<file path="src/rtl/sequence_gen.sv">
// Pseudo-random 16-colour sequence generator for a memory game.
// A Galois LFSR, optionally reseeded from a free-running entropy counter, fills one slot per cycle.
module sequence_gen #(
    parameter logic [15:0] SEED      = 16'hACE1,
    parameter int unsigned NO_REPEAT = 0
) (
    input  logic        clk,
    input  logic        rst_n,
    input  logic        en_gen,
    input  logic        seed_strobe,
    output logic [31:0] seq_out_gen,
    output logic        seq_valid,
    output logic        busy_gen,
    output logic        complete_gen
);

    typedef enum logic [1:0] {
        StIdle,
        StGen,
        StDone
    } state_e;

    localparam logic [15:0] LfsrTaps = 16'hB400;

    state_e      state_q, state_d;
    logic [15:0] lfsr_q, lfsr_d;
    logic [15:0] entropy_q, entropy_d;
    logic [3:0]  idx_q, idx_d;
    logic [31:0] seq_q, seq_d;
    logic        valid_q, valid_d;
    logic [1:0]  prev_q, prev_d;

    logic [15:0] seed_mix;
    logic [15:0] seed_load;
    logic [15:0] lfsr_step;
    logic [1:0]  raw_col;
    logic [1:0]  emit_col;

    // An all-zero LFSR would lock up, so that mix falls back to the fixed seed.
    assign seed_mix  = entropy_q ^ SEED;
    assign seed_load = (seed_mix == 16'h0000) ? SEED : seed_mix;

    assign lfsr_step = (lfsr_q >> 1) ^ (lfsr_q[0] ? LfsrTaps : 16'h0000);
    assign raw_col   = lfsr_q[1:0];

    always_comb begin
        emit_col = raw_col;
        if ((NO_REPEAT != 0) && (idx_q != 4'd0) && (raw_col == prev_q)) begin
            emit_col = raw_col + 2'd1;
        end
    end

    always_comb begin
        state_d   = state_q;
        lfsr_d    = lfsr_q;
        entropy_d = entropy_q + 16'd1;
        idx_d     = idx_q;
        seq_d     = seq_q;
        valid_d   = valid_q;
        prev_d    = prev_q;

        unique case (state_q)
            StIdle: begin
                if (seed_strobe) begin
                    lfsr_d = seed_load;
                end
                if (en_gen) begin
                    seq_d   = 32'h0000_0000;
                    valid_d = 1'b0;
                    idx_d   = 4'd0;
                    state_d = StGen;
                end
            end
            StGen: begin
                seq_d[{idx_q, 1'b0} +: 2] = emit_col;
                prev_d = emit_col;
                lfsr_d = lfsr_step;
                idx_d  = idx_q + 4'd1;
                if (idx_q == 4'd15) begin
                    valid_d = 1'b1;
                    state_d = StDone;
                end
            end
            StDone: begin
                state_d = StIdle;
            end
            default: begin
                state_d = StIdle;
            end
        endcase
    end

    always_ff @(posedge clk or negedge rst_n) begin
        if (!rst_n) begin
            state_q   <= StIdle;
            lfsr_q    <= SEED;
            entropy_q <= 16'h0000;
            idx_q     <= 4'd0;
            seq_q     <= 32'h0000_0000;
            valid_q   <= 1'b0;
            prev_q    <= 2'd0;
        end else begin
            state_q   <= state_d;
            lfsr_q    <= lfsr_d;
            entropy_q <= entropy_d;
            idx_q     <= idx_d;
            seq_q     <= seq_d;
            valid_q   <= valid_d;
            prev_q    <= prev_d;
        end
    end

    assign seq_out_gen  = seq_q;
    assign seq_valid    = valid_q;
    assign busy_gen     = (state_q == StGen);
    assign complete_gen = (state_q == StDone);

endmodule

</file>
<file path="config.mk">
export PLATFORM = sky130hd
export DESIGN_NAME = sequence_gen
export DESIGN_NICKNAME = d
export VERILOG_FILES = /design/src/rtl/sequence_gen.sv
export SDC_FILE = /design/constraint.sdc
export NUM_CORES = 1
export LEC_CHECK = 0
export ABC_AREA = 1
export BUFFER_PORTS_ARGS = -buffer_cell sky130_fd_sc_hd__clkbuf_2
export CORE_MARGIN = 1.5
export CORE_UTILIZATION = 58
export DETAILED_ROUTE_END_ITERATION = 10
export GPL_ROUTABILITY_DRIVEN = 1
export PLACE_DENSITY = 0.79
export SKIP_CTS_REPAIR_TIMING = 1
export SLEW_MARGIN = 10
export SYNTH_ARGS = -nofsm -noshare
export SYNTH_HDL_FRONTEND = slang
export SYNTH_SLANG_ARGS = --single-unit
</file>
<file path="constraint.sdc">
create_clock -name clk -period 2.2 [get_ports clk]
set_input_delay 0.33 -clock clk [delete_from_list [all_inputs] [get_ports clk]]
set_output_delay 0.33 -clock clk [all_outputs]
set_load 0.01 [all_outputs]
</file>
# Word level (Yosys, flattened, before mapping)
# Cells that the tools add are included.
# totals
ff_bits	71
latch_bits	0
mem_bits_rw	0
romBits	0
inputBits	4
out_inout_bits	35
wordCells	41
n_memories	0
# op_classes
addsub	3
mul	0
div	0
n_lt_le_gt_ge	0
eq_ne	6
n_shift	2
n_mux	15
bitwise_logic	2
reduce_logical	7
# op_table
op	count
32-bit case mux with 2 select lines	1
16-bit 2-to-1 mux	3
32-bit bitwise mux	1
32-bit 2-to-1 mux	1
16-bit case mux with 2 select lines	1
2-bit by 7-bit variable shift with 32-bit output (first input constant)	1
2-bit by 7-bit variable part select with 32-bit output	1
16-bit by 1-bit adder with 16-bit output (second input constant)	1
16-bit logical NOT	1
15-bit by 16-bit XOR with 16-bit output	1
8-bit NOT	1
4-bit case mux with 2 select lines	1
5-bit negator with 7-bit output	1
2-bit AND reduction	3
4-bit by 1-bit adder with 4-bit output (second input constant)	1
4-bit equality test (second input constant)	1
2-bit 2-to-1 mux	2
4-bit 2-to-1 mux	1
2-bit inequality test (second input constant)	2
2-bit case mux with 2 select lines	1
3-bit AND reduction	1
2-bit by 1-bit equality test with 1-bit output (second input constant)	1
2-bit equality test (second input constant)	1
2-bit logical NOT	1
other kinds (4)	5

# Longest topological paths before layout
# Gate-level depths: netlist (run 1).
# depth
word_depth	5
ltp_mapped	11
mapped_depth_nobuf	11

# Least setup slack after synthesis (run 1)
# No wires, ideal clock.
# synth_timing
path_type	reg-to-reg
startpoint	register idx_q[0]
endpoint	register seq_q[8] (netlist: seq_out_gen[8])
setup_ns	0.117
arrival_ns	1.488
required_ns	2.083
slack_ns	0.594
stages_incl_launch_ff	9
n_path_buf	0
period_less_slack_ns	1.606
cell_sequence	dfrtp_1 > inv_2 > ha_1 > inv_1 > nand3_1 > nor2_4 > nand3_2 > nand3_1 > nand2_1
# synth_via
elab_chain_cells	4
word_cells_on_any_way	5
classes_between	add/sub: 1; shift: 2; mux: 2
# synth_lines
item	line_no	rtl
start: declaration	28	logic [3:0] idx_q, idx_d;
start signal: assignment	106	idx_q <= idx_d;
5-bit negator with 7-bit output (*)	75	seq_d[{idx_q, 1'b0} +: 2] = emit_col;
2-bit by 7-bit variable part select with 32-bit output / 2-bit by 7-bit variable shift with 32-bit output (equally long branches)	75	
32-bit bitwise mux (*)	75	
32-bit case mux with 2 select lines (*)	62	unique case (state_q)
end signal: assignment	107	seq_q <= seq_d;
end: declaration	29	logic [31:0] seq_q, seq_d;
# Mark *: on every way between the ends. The rest lies on a longest branch, timed or not.
# A chain may end at the register's enable or synchronous reset.

# Final worst setup path (run 1)
# layout_timing
startpoint	register state_q[0]
endpoint	output port busy_gen
# layout_via
elab_chain_cells	1
# layout_lines
item	line_no	rtl
start: declaration	25	state_e state_q, state_d;
start signal: assignment	95	state_q <= StIdle;
start signal: assignment	103	state_q <= state_d;
2-bit by 1-bit equality test with 1-bit output	115	assign busy_gen = (state_q == StGen);
end: declaration	13	output logic busy_gen,
# No other way between the ends.

==> metrics.sh, run 1 <==
CORE_AREA_MM2=0.00589
GLOBALROUTETOTALUTIL_PCT=27.3
FINISH.NET_COUNT=461
FINALSETUPVIOLATIONS=0
FAILED_CHECKS='negative hold slack'
CLKTRANSATPATHREGS_PS=70
PERIOD_SHARE_PCT=91.5
FMAX_MHz=497
GLOBALROUTEMET3UTIL_PCT=5.28
DESIGN.PORTCOUNT=39
SHARE_SEQ_OF_TOTAL_POWER_PCT=37.7
POWER_DENSITY_mW_PER_MM2=1380
DRV_SLEW=0
GRT.BUSIEST_LAYER='met2'
NUMBER_OF_BUFFERS_INSERTED_DURING_CLOCK_TREE_SYNTHESIS=9
DETAILEDPLACEMENTHPWL_UM=5470
DIE_H_UM=80.8
FIN_SETUP_TNS_PS=0
CLOCK_TREE.BUFFER_DEPTH=2
SYNTH_TOP_CELL_AREA_SHARE_PCT=44.9
POSTSYNTHAREAPERCELL_UM2=8.62
INTERNAL_POWER_W=0.00313
TRITONCTS='yes'
DETAIL_ROUTE.ITER0.VIOLATIONS=171
START_KIND='register'
END_OF_FLOW_CORE_UTILIZATION_PCT=67.8
NUMBER_OF_ENABLE_TYPE_REGISTER_CELLS_IN_THE_SYNTHESIZED_NETLIST=0
GRT_SETUP_UNREPAIRED='false'
TOTAL_VIA_COUNT_IN_THE_ROUTED_DESIGN=2913
SYNTH_SEQUENTIAL_AREA_RATIO_PCT=50.9
MOST_FREQUENTLY_USED_FLOP_MASTER_AFTER_SYNTHESIS='sky130_fd_sc_hd__dfrtp_1'
ANTENNA_FOUND_INITIAL=0
WORST-ENDPOINT-REQUIRED_PS=1870
GRT_PASS1_VIAS=2894
POWER.NET_SWITCHING_W=0.00238
HTREEDEPTH=3
NUM_ANTENNA_CELLS=0
CLOCK_TREE.ROOT_CELL='sky130_fd_sc_hd__clkbuf_8'
DRC_ERRORS=0
SWITCHING_SHARE_OF_TOTAL_POWER_PCT=43.2
CRIT_ARRIVAL_PS=1680
MET2_USAGE_PCT=46.5
ENDPOINT_KIND='primary output'
CHIP_WIDTH_UM=80.8
NETLIST.TOP_CELL.BY_AREA='sky130_fd_sc_hd__dfrtp_1'
PLACEMENT.IO_BUFFERS=38
WORST_MARGIN_PIN_SLEW_PS=470
CORE.ROWCOUNT=28
SYNTHDISTINCTLIBCELLS=32
GROUTE.LAYER.MET1.USAGE_PCT=33.2
NETLIST_AREA_MM2=0.00351
NUMBER_OF_ITERATIONS_IN_THE_FIRST_DETAILED_ROUTING_PASS=4
SHARE_COMB_OF_TOTAL_POWER_PCT=43.7
TIMING_WORST_SETUP_PATH_TYPE='reg2out'
MAPPEDNETLISTNETS=417
GRT_START_MAX_NET_PINS=72
TOTAL_CONGESTION_OVERFLOW=0
FINAL_ANTENNA_VIOLATING_NET_COUNT=0
CRIT_PATH_MAX_FANOUT=15
LEAKAGE_nW=2.02
CTS_SINKS=71
LAYOUT-AREA-OVERHEAD-VS-SYNTH_PCT=13.7
YOSYS_WARNINGS=0
GP_CONGESTION=0.865
POWER.CLOCK.FRACTION_PCT=18.5
HOLD_PATH_CLASS='in2async'
FINALHOLDVIOLCOUNT=11
FINCLKSKEW_PS=10.5
DESIGN.DIE.AREA_MM2=0.00653
ASYNC_FLOP_SHARE_PCT=100
START_UTIL_PCT=59.6
DRV_CAP=0
INSERTION_DELAY_PS=350
GRT_PASS1_WL_UM=13500
HOLD_WS_PS=-15.0
YOSYS-TOP-CELLS-AREA='sky130_fd_sc_hd__dfrtp_1 (45%), sky130_fd_sc_hd__nand2_1 (8.9%), sky130_fd_sc_hd__nand3_1 (8.8%)'
FINALCRITICALPERIOD_PS=2010
ROUTED_WL_UM=7640
AVGVIACOUNTPERCELL=5.49
DRIVE_ABOVE_1_SHARE_PCT=21.1
RUN_STATUS='finished, violations left'
RELSLEWSLACK_PCT=68.6
POSTSYNTHREGISTERBITS=71
WL_PER_CELL_UM=14.4
SYNTHCELLS=407
IR_WORST_VDD_uV=661
state kept, by name (all words and copies together) (netlist names):
name / count
entropy_q: 16
idx_q: 4
lfsr_q: 16
seq_out_gen: 32
seq_valid: 1
state_q: 2
logic make-up after synthesis:
logic type	count (synthesis)	share of synthesized area [%]
AO/OA/AOI/OAI	42	6.31
XOR/XNOR	17	4.24
buffers and inverters	48	5.60
flip-flops	71	50.9
adder cells (fa/ha/maj)	6	2.14
AND/OR/NAND/NOR	223	30.8
synthesized netlist by cell type (2+ instances only):
cell	number
sky130_fd_sc_hd__nand2_2	6
sky130_fd_sc_hd__nand3_1	62
sky130_fd_sc_hd__nor3_1	9
sky130_fd_sc_hd__nand2_1	83
sky130_fd_sc_hd__nand4_1	12
sky130_fd_sc_hd__inv_2	2
sky130_fd_sc_hd__inv_1	33
sky130_fd_sc_hd__ha_1	6
sky130_fd_sc_hd__xnor2_1	4
sky130_fd_sc_hd__nand2_4	4
sky130_fd_sc_hd__xor2_1	13
sky130_fd_sc_hd__dfrtp_1	63
sky130_fd_sc_hd__nor3_2	2
sky130_fd_sc_hd__or2_2	3
sky130_fd_sc_hd__nor2_2	3
sky130_fd_sc_hd__nor2_1	31
sky130_fd_sc_hd__o21ai_1	8
sky130_fd_sc_hd__dfstp_2	8
sky130_fd_sc_hd__buf_2	6
sky130_fd_sc_hd__o22ai_1	3
sky130_fd_sc_hd__nor2_4	4
sky130_fd_sc_hd__a21oi_1	15
sky130_fd_sc_hd__clkbuf_1	4
sky130_fd_sc_hd__nand3_2	3
sky130_fd_sc_hd__o21ai_0	13
per-stage QoR:
step | total power (W) | area, µm² | std cells | setup WS, ps
after floorplan | 0.00380 | 3510 | 407 | 594
after global placement | 0.00440 | 3800 | 515 | 507
after detailed placement | 0.00450 | 3800 | 515 | 397
after CTS | 0.00555 | 3990 | 531 | 183
after global routing | 0.00597 | 3990 | 531 | 63.3
final | 0.00551 | 3990 | 531 | 188
layer usage:
| layer | share of wire, % | wire length [µm] |
|---|---|---|
| met1 | 42 | 3240 |
| met2 | 51 | 3930 |
| met3 | 3.4 | 258 |
| met4 | 2.9 | 223 |
| met5 | 0 | 0 |
final cells by class:
type | instances | area (µm²)
multi-input cells | 288 | 1530
clock buffers | 12 | 145
fillers | 495 | 1890
flip-flops and latches | 71 | 1790
clock inverters | 4 | 47.5
inverters | 38 | 151
repair buffers | 43 | 240
well taps | 75 | 93.8
final timing paths:
kind / from / slack [ps] / endpoint / cells past startpoint
worst max-delay path: state_q[0] / 190 / busy_gen / 4
worst min-delay path: rst_n / -10 / seq_out_gen[6] / 2
worst max register to register: idx_q[0] / 380 / seq_out_gen[17] / 10
worst min register to register: lfsr_q[7] / 470 / lfsr_q[7] / 2
max in group asynchronous: rst_n / 1860 / lfsr_q[7] / 2
min in group clk: seed_strobe / 420 / lfsr_q[6] / 5
power groups by stage:
stage               sequential (W)  clock [W]  combinational [W]
floorplan                  0.00211          0            0.00169
global placement           0.00208          0            0.00232
detailed placement         0.00210          0            0.00239
CTS                        0.00208    0.00105            0.00242
global route               0.00213    0.00110            0.00274
finish                     0.00208    0.00102            0.00241
cells in the final DEF (no fill, tap or decap), drive strengths merged, types with 4 or more instances in the layout:
cell / Yosys / layout
clkbuf: 4 / 49
dfstp: 8 / 8
nor3: 11 / 11
nand4: 12 / 12
nor2: 38 / 38
xor2: 13 / 13
buf: 6 / 6
a21oi: 15 / 15
nand3: 65 / 65
xnor2: 4 / 4
inv: 37 / 37
nand2: 93 / 93
dfrtp: 63 / 63
o21ai: 22 / 22
ha: 6 / 6
critical path, cell delays in order, from the launching register on:
cell	delay, ps
sky130_fd_sc_hd__dfrtp_1	430
sky130_fd_sc_hd__nand2_2	230
sky130_fd_sc_hd__clkinv_2	250
sky130_fd_sc_hd__buf_4	270
sky130_fd_sc_hd__clkbuf_2	140
(Power assumes the default switching activity.)
==> inputs of run 2 (changes only) <==
--- a/config.mk
+++ b/config.mk
@@ -8,10 +8,11 @@
 export ABC_AREA = 1
 export BUFFER_PORTS_ARGS = -buffer_cell sky130_fd_sc_hd__clkbuf_2
 export CORE_MARGIN = 1.5
-export CORE_UTILIZATION = 58
+export CORE_UTILIZATION = 59
+export CTS_BUF_LIST = sky130_fd_sc_hd__clkbuf_8
 export DETAILED_ROUTE_END_ITERATION = 10
 export GPL_ROUTABILITY_DRIVEN = 1
-export PLACE_DENSITY = 0.79
+export PLACE_DENSITY = 0.8
 export SKIP_CTS_REPAIR_TIMING = 1
 export SLEW_MARGIN = 10
 export SYNTH_ARGS = -nofsm -noshare
==> constraint.sdc (replaced) <==
create_clock -name clk -period 2.2 [get_ports clk]
set_input_delay 0.55 -clock clk [delete_from_list [all_inputs] [get_ports clk]]
set_output_delay 0.55 -clock clk [all_outputs]
set_load 0.01 [all_outputs]
==> run 2 against run 1 <==
Effect of this change:
- the run now ends clean
- utilization up 4.3 points
- count of clock-buffer cells in the layout is 3 lower
- global-route usage is essentially flat
- die area shrank 1.6%
- via count up 3.0%
- first-iteration DRC count rose by 28%
- critical endpoint is now seq_out_gen[1]
- largest cell class unchanged
- largest power group unchanged
- highest routed layer unchanged
==> metrics.sh, run 2 (synthesis gave the netlist of run 1 again) <==
COMMONEST_CELLS_AFTER_ROUTING_FILL_AND_TAPS_ASIDE='sky130_fd_sc_hd__nand2_1 (83), sky130_fd_sc_hd__dfrtp_1 (63), sky130_fd_sc_hd__nand3_1 (62)'
LEAKAGE_nW=2.06
LAYOUT-AREA-OVERHEAD-VS-SYNTH_PCT=15.2
GLOBALROUTEMET3UTIL_PCT=6.25
PERIOD_SHARE_PCT=85.0
CRIT_ARRIVAL_PS=2110
GROUTE.LAYER.MET1.USAGE_PCT=37.3
WORST-ENDPOINT-REQUIRED_PS=2440
WL_PER_CELL_UM=14.8
TIMING.RR.START='idx_q[0]'
FINCLKSKEW_PS=5.04
GRT.BUSIEST_LAYER='met2'
GP_CONGESTION=0.915
FLIP_FLOP_COUNT_OF_THE_LARGEST_REGISTER_ALL_COPIES_AND_WORDS_ADDED=32
HOLD_PATH_CLASS='in2async'
DRIVE_ABOVE_1_SHARE_PCT=21.3
POWER.NET_SWITCHING_W=0.00244
SWITCHING_SHARE_OF_TOTAL_POWER_PCT=42.2
AVGVIACOUNTPERCELL=5.68
FMAX_MHz=535
GRT_SETUP_UNREPAIRED='false'
CHIP_WIDTH_UM=80.1
TOTAL_CONGESTION_OVERFLOW=0
CLKTRANSATPATHREGS_PS=70
RUN_STATUS='finished clean'
DESIGN.DIE.AREA_MM2=0.00642
NUMBER_OF_BUFFERS_INSERTED_DURING_CLOCK_TREE_SYNTHESIS=9
CORE.ROWCOUNT=27
WORST_PATH_MOST_REPEATED_CELL='sky130_fd_sc_hd__nand2_1'
IR_WORST_VDD_uV=992
CRIT_PATH_MAX_FANOUT=10
FIN_SETUP_TNS_PS=0
MOST_COMMON_CELL_AFTER_LAYOUT_FILL_AND_TAPS_ASIDE='sky130_fd_sc_hd__nand2_1'
HTREEDEPTH=3
MET2_USAGE_PCT=41.8
TRITONCTS='yes'
WORST_MARGIN_PIN_SLEW_PS=511
FINALCRITICALPERIOD_PS=1870
GRT_PASS1_VIAS=2910
POWER.CLOCK.FRACTION_PCT=21.2
NUM_ANTENNA_CELLS=0
TIMING_WORST_SETUP_PATH_TYPE='reg2reg'
TOTAL_VIA_COUNT_IN_THE_ROUTED_DESIGN=3001
ANTENNA_FOUND_INITIAL=0
DRC_ERRORS=0
NUMBER_OF_ITERATIONS_IN_THE_FIRST_DETAILED_ROUTING_PASS=5
DRV_SLEW=0
DIE_H_UM=80.1
SETUP_SLACK_PS=330
GLOBALROUTETOTALUTIL_PCT=27.3
REGTOREGSETUPSLACK_PS=330
POWER_DENSITY_mW_PER_MM2=1430
REG2REG_DEPTH=6
INSERTION_DELAY_PS=350
CRIT_CHAIN='inv_2 -> ha_1 -> nor3_1 -> nand2_1 -> nand3_1 -> nand2_1'
FINISH.NET_COUNT=461
CORE_AREA_MM2=0.00561
ENDPOINT_KIND='register'
DRV_CAP=0
DETAIL_ROUTE.ITER0.VIOLATIONS=219
FINALSETUPVIOLATIONS=0
PRE_CTS_SLACK_PS=388
FINAL_ANTENNA_VIOLATING_NET_COUNT=0
SHARE_SEQ_OF_TOTAL_POWER_PCT=36.0
CLOCK_TREE.ROOT_CELL='sky130_fd_sc_hd__clkbuf_8'
GRT_PASS1_WL_UM=13300
LARGEST_STAGE_DELAY_WORST_PATH_PS=490
DETAILEDPLACEMENTHPWL_UM=5640
CTS_SINKS=71
START_KIND='register'
GRT_START_MAX_NET_PINS=72
SHARE_COMB_OF_TOTAL_POWER_PCT=42.7
ROUTED_WL_UM=7830
PLACEMENT.IO_BUFFERS=38
WORST_R2R_ENDPOINT='seq_out_gen[1]'
CLOCK_TREE.BUFFER_DEPTH=2
RELSLEWSLACK_PCT=65.7
INTERNAL_POWER_W=0.00334
FINALHOLDVIOLCOUNT=0
START_UTIL_PCT=62.6
DESIGN.PORTCOUNT=39
CRITICAL-PATH-SLOWEST-CELL='sky130_fd_sc_hd__dfrtp_1'
==> run 2: critical path, delay by kind of cell (launching register included) <==
family	cells	cell delay [ps]
adders and majority gates	1	360
buffers and inverters	1	140
DFF	1	490
and+or+nand+nor	4	770
==> run 2: worst max-delay path by stage <==
| stage | to | slack, ps | start | depth (start not counted) |
|---|---|---|---|---|
| 2_1_floorplan | seq_out_gen[8] | 590 | idx_q[0] | 8 |
| 3_3_place_gp | seq_out_gen[8] | 510 | idx_q[0] | 8 |
| 3_5_place_dp | seq_out_gen[9] | 390 | idx_q[0] | 8 |
| 4_1_cts | seq_out_gen[9] | 380 | idx_q[0] | 8 |
| 5_1_grt | seq_out_gen[24] | 170 | idx_q[0] | 8 |
| 6_report | seq_out_gen[1] | 330 | idx_q[0] | 6 |
==> run 2: area by class of cell <==
cell class / count / area [µm²]
Sequential cell: 71 / 1790
Fill cell: 457 / 1560
Multi-Input combinational cell: 288 / 1530
Timing Repair Buffer: 43 / 253
Inverter: 38 / 151
Clock buffer: 9 / 124
Clock inverter: 7 / 113
Tap cell: 72 / 90.1
==> run 2: metal layers <==
layer | vias to the layer above | share of wire [%]
met3 | 15 | 5.5
met4 | 0 | 1.8
met5 | - | 0
li1 | 1430 | -
met1 | 1456 | 45
met2 | 100 | 47
==> run 2: power by group through the flow <==
stage / clock [W] / combinational [W] / sequential (W)
floorplan: 0 / 0.00169 / 0.00211
global placement: 0 / 0.00234 / 0.00208
detailed placement: 0 / 0.00244 / 0.00210
CTS: 0.00125 / 0.00246 / 0.00208
global route: 0.00130 / 0.00274 / 0.00213
finish: 0.00123 / 0.00247 / 0.00208
==> run 2: per-stage QoR <==
step	utilization [%]	instances	total power [W]	hold WS [ps]	area (µm²)
CTS	72.1	528	0.00578	241	4040
global route	72.1	528	0.00617	240	4040
global placement	67.9	512	0.00442	456	3810
finish	72.1	528	0.00578	216	4040
detailed placement	67.9	512	0.00454	467	3810
floorplan	-	407	0.00380	254	3510
==> inputs of run 3 (changes only) <==
--- a/config.mk
+++ b/config.mk
@@ -12,7 +12,9 @@
 export CTS_BUF_LIST = sky130_fd_sc_hd__clkbuf_8
 export DETAILED_ROUTE_END_ITERATION = 10
 export GPL_ROUTABILITY_DRIVEN = 1
+export GPL_TIMING_DRIVEN = 0
 export PLACE_DENSITY = 0.8
+export RECOVER_POWER = 50
 export SKIP_CTS_REPAIR_TIMING = 1
 export SLEW_MARGIN = 10
 export SYNTH_ARGS = -nofsm -noshare
==> run 3 against run 2 <==
Effect of this change:
- count of clock-buffer cells in the layout up 2
- combinational power rose by 2%
- via count fell by 0.80%
- critical endpoint is now busy_gen
- largest power group unchanged
==> metrics.sh, run 3 (synthesis gave the netlist of run 1 again) <==
RUN_STATUS='finished clean'
FINAL_ANTENNA_VIOLATING_NET_COUNT=0
WORST_MARGIN_PIN_SLEW_PS=1390
FINALINSTANCEAREA_MM2=0.00402
IR_WORST_VDD_uV=985
PERIOD_SHARE_PCT=95.4
MOST_COMMON_CELL_AFTER_LAYOUT_FILL_AND_TAPS_ASIDE='sky130_fd_sc_hd__nand2_1'
FINCLKSKEW_PS=11.2
GLOBALROUTETOTALUTIL_PCT=28.1
GRT_SETUP_UNREPAIRED='false'
DRV_SLEW=0
FINISH.NET_COUNT=467
TOTAL_VIA_COUNT_IN_THE_ROUTED_DESIGN=2977
END_OF_FLOW_CORE_UTILIZATION_PCT=71.7
POWER.NET_SWITCHING_W=0.00249
NUM_ANTENNA_CELLS=0
CORE_AREA_MM2=0.00561
DRIVE_ABOVE_1_SHARE_PCT=20.6
POWER.CLOCK.FRACTION_PCT=19.3
PRE_CTS_SLACK_PS=245
TIMING_WORST_SETUP_PATH_TYPE='reg2out'
AVGVIACOUNTPERCELL=5.57
ENDPOINT_KIND='primary output'
CLOCK_TREE.BUFFER_DEPTH=2
DESIGN.PORTCOUNT=39
RELSLEWSLACK_PCT=7.28
INTERNAL_POWER_W=0.00317
DETAIL_ROUTE.ITER0.VIOLATIONS=300
START_UTIL_PCT=62.6
PLACED_CELL_AREA_MM2=0.00382
SETUP_SLACK_PS=101
CLOCK_TREE.ROOT_CELL='sky130_fd_sc_hd__clkbuf_8'
CORE.ROWCOUNT=27
NUMBER_OF_BUFFERS_INSERTED_DURING_CLOCK_TREE_SYNTHESIS=9
GRT_PASS1_VIAS=2813
CLKTRANSATPATHREGS_PS=80
SHARE_COMB_OF_TOTAL_POWER_PCT=44.3
CRIT_CHAIN='inv_1 -> nand2_2 -> inv_4 -> buf_4 -> clkbuf_2'
DRC_ERRORS=0
TRITONCTS='yes'
HOLD_PATH_CLASS='reg2reg'
LAYOUT-AREA-OVERHEAD-VS-SYNTH_PCT=14.6
FMAX_MHz=476
WORST-ENDPOINT-REQUIRED_PS=1650
GRT_PASS1_WL_UM=13500
FINALHOLDVIOLCOUNT=0
LAYOUT.AREA.SEQ_MM2=0.00179
CRITICAL-PATH-SLOWEST-CELL='sky130_fd_sc_hd__dfrtp_1'
TOTAL_CONGESTION_OVERFLOW=0
CTS_SINKS=71
GP_CONGESTION=0.906
FLIP_FLOP_COUNT_OF_THE_LARGEST_REGISTER_ALL_COPIES_AND_WORDS_ADDED=32
DRV_CAP=0
SHARE_SEQ_OF_TOTAL_POWER_PCT=36.4
FINALSETUPVIOLATIONS=0
MULTI_INPUT_AREA_MM2=0.00152
COMMONEST_CELLS_AFTER_ROUTING_FILL_AND_TAPS_ASIDE='sky130_fd_sc_hd__nand2_1 (83), sky130_fd_sc_hd__dfrtp_1 (63), sky130_fd_sc_hd__nand3_1 (62)'
START_KIND='register'
WL_PER_CELL_UM=15.0
CRIT_PATH_MAX_FANOUT=10
CHIP_WIDTH_UM=80.1
CRIT_ARRIVAL_PS=1550
POWER_DENSITY_mW_PER_MM2=1410
FINALCRITICALPERIOD_PS=2100
DESIGN.DIE.AREA_MM2=0.00642
DETAILEDPLACEMENTHPWL_UM=5840
INSERTION_DELAY_PS=360
ROUTED_WL_UM=8030
FILLER_CELL_COUNT=452
FIN_SETUP_TNS_PS=0
SWITCHING_SHARE_OF_TOTAL_POWER_PCT=44.0
HTREEDEPTH=3
PLACEMENT.IO_BUFFERS=38
NUMBER_OF_ITERATIONS_IN_THE_FIRST_DETAILED_ROUTING_PASS=5
LEAKAGE_nW=2.03
DIE_H_UM=80.1
LARGEST_STAGE_DELAY_WORST_PATH_PS=390
GRT_START_MAX_NET_PINS=49
ANTENNA_FOUND_INITIAL=0
-- run 3: cell count changes in the layout (fill, tap and decap cells not counted), moves of 2 or more --
cell,delta
sky130_fd_sc_hd__clkbuf_1,+7
sky130_fd_sc_hd__buf_2,+3
sky130_fd_sc_hd__clkinv_2,-3
sky130_fd_sc_hd__buf_12,-2
sky130_fd_sc_hd__buf_4,-2
sky130_fd_sc_hd__bufinv_16,-2
sky130_fd_sc_hd__clkbuf_8,+2
sky130_fd_sc_hd__clkinvlp_4,+2
-- run 3: critical path: cells and delay by family (launching register included) --
family	cells	cell delay, ps
buffers and inverters	4	640
flip-flops	1	390
AND/OR/NAND/NOR	1	160
-- run 3: power by group through the flow --
| stage | Clock [W] | Combinational (W) | Sequential [W] |
|---|---|---|---|
| after floorplan | 0 | 0.00169 | 0.00211 |
| after CTS | 0.00111 | 0.00249 | 0.00206 |
| after global placement | 0 | 0.00238 | 0.00206 |
| after global routing | 0.00115 | 0.00279 | 0.00211 |
| after detailed placement | 0 | 0.00247 | 0.00208 |
| final | 0.00109 | 0.00251 | 0.00206 |
-- run 3: final cells by class --
cell class	count	area share, %
Clock inverter	5	1.43
Sequential cell	71	44.4
Multi-Input combinational cell	288	37.8
Clock buffer	11	3.76
Buffer	10	1.15
Tap cell	72	2.24
Inverter	38	3.80
Timing Repair Buffer	39	5.35
-- run 3: path summary, 6_finish.rpt --
check | slack, ps | cells past startpoint | endpoint | startpoint
setup / recovery | 100 | 5 | busy_gen | state_q[1]
hold / removal | 470 | 2 | lfsr_q[5] | lfsr_q[5]
setup reg to reg | 180 | 8 | seq_out_gen[25] | idx_q[0]
hold reg to reg | 470 | 2 | lfsr_q[5] | lfsr_q[5]
max in group asynchronous | 770 | 2 | lfsr_q[15] | rst_n
min in group asynchronous | 500 | 1 | seq_out_gen[6] | rst_n
-- run 3: per-stage QoR --
stage / cells / hold WS [ps] / total power (W)
3_3_place_gp: 517 / 454 / 0.00443
6_report: 534 / 473 / 0.00567
4_1_cts: 534 / 127 / 0.00565
2_1_floorplan: 407 / 254 / 0.00380
5_1_grt: 534 / 485 / 0.00604
3_5_place_dp: 518 / 461 / 0.00455
-- run 3: routing by layer --
metal	GRT usage (%)	up-vias	routed length (µm)
met2	41.8	114	3570
met4	9.83	0	177
met3	6.93	22	500
li1	-	1449	-
met5	0	-	0
met1	40.3	1392	3770
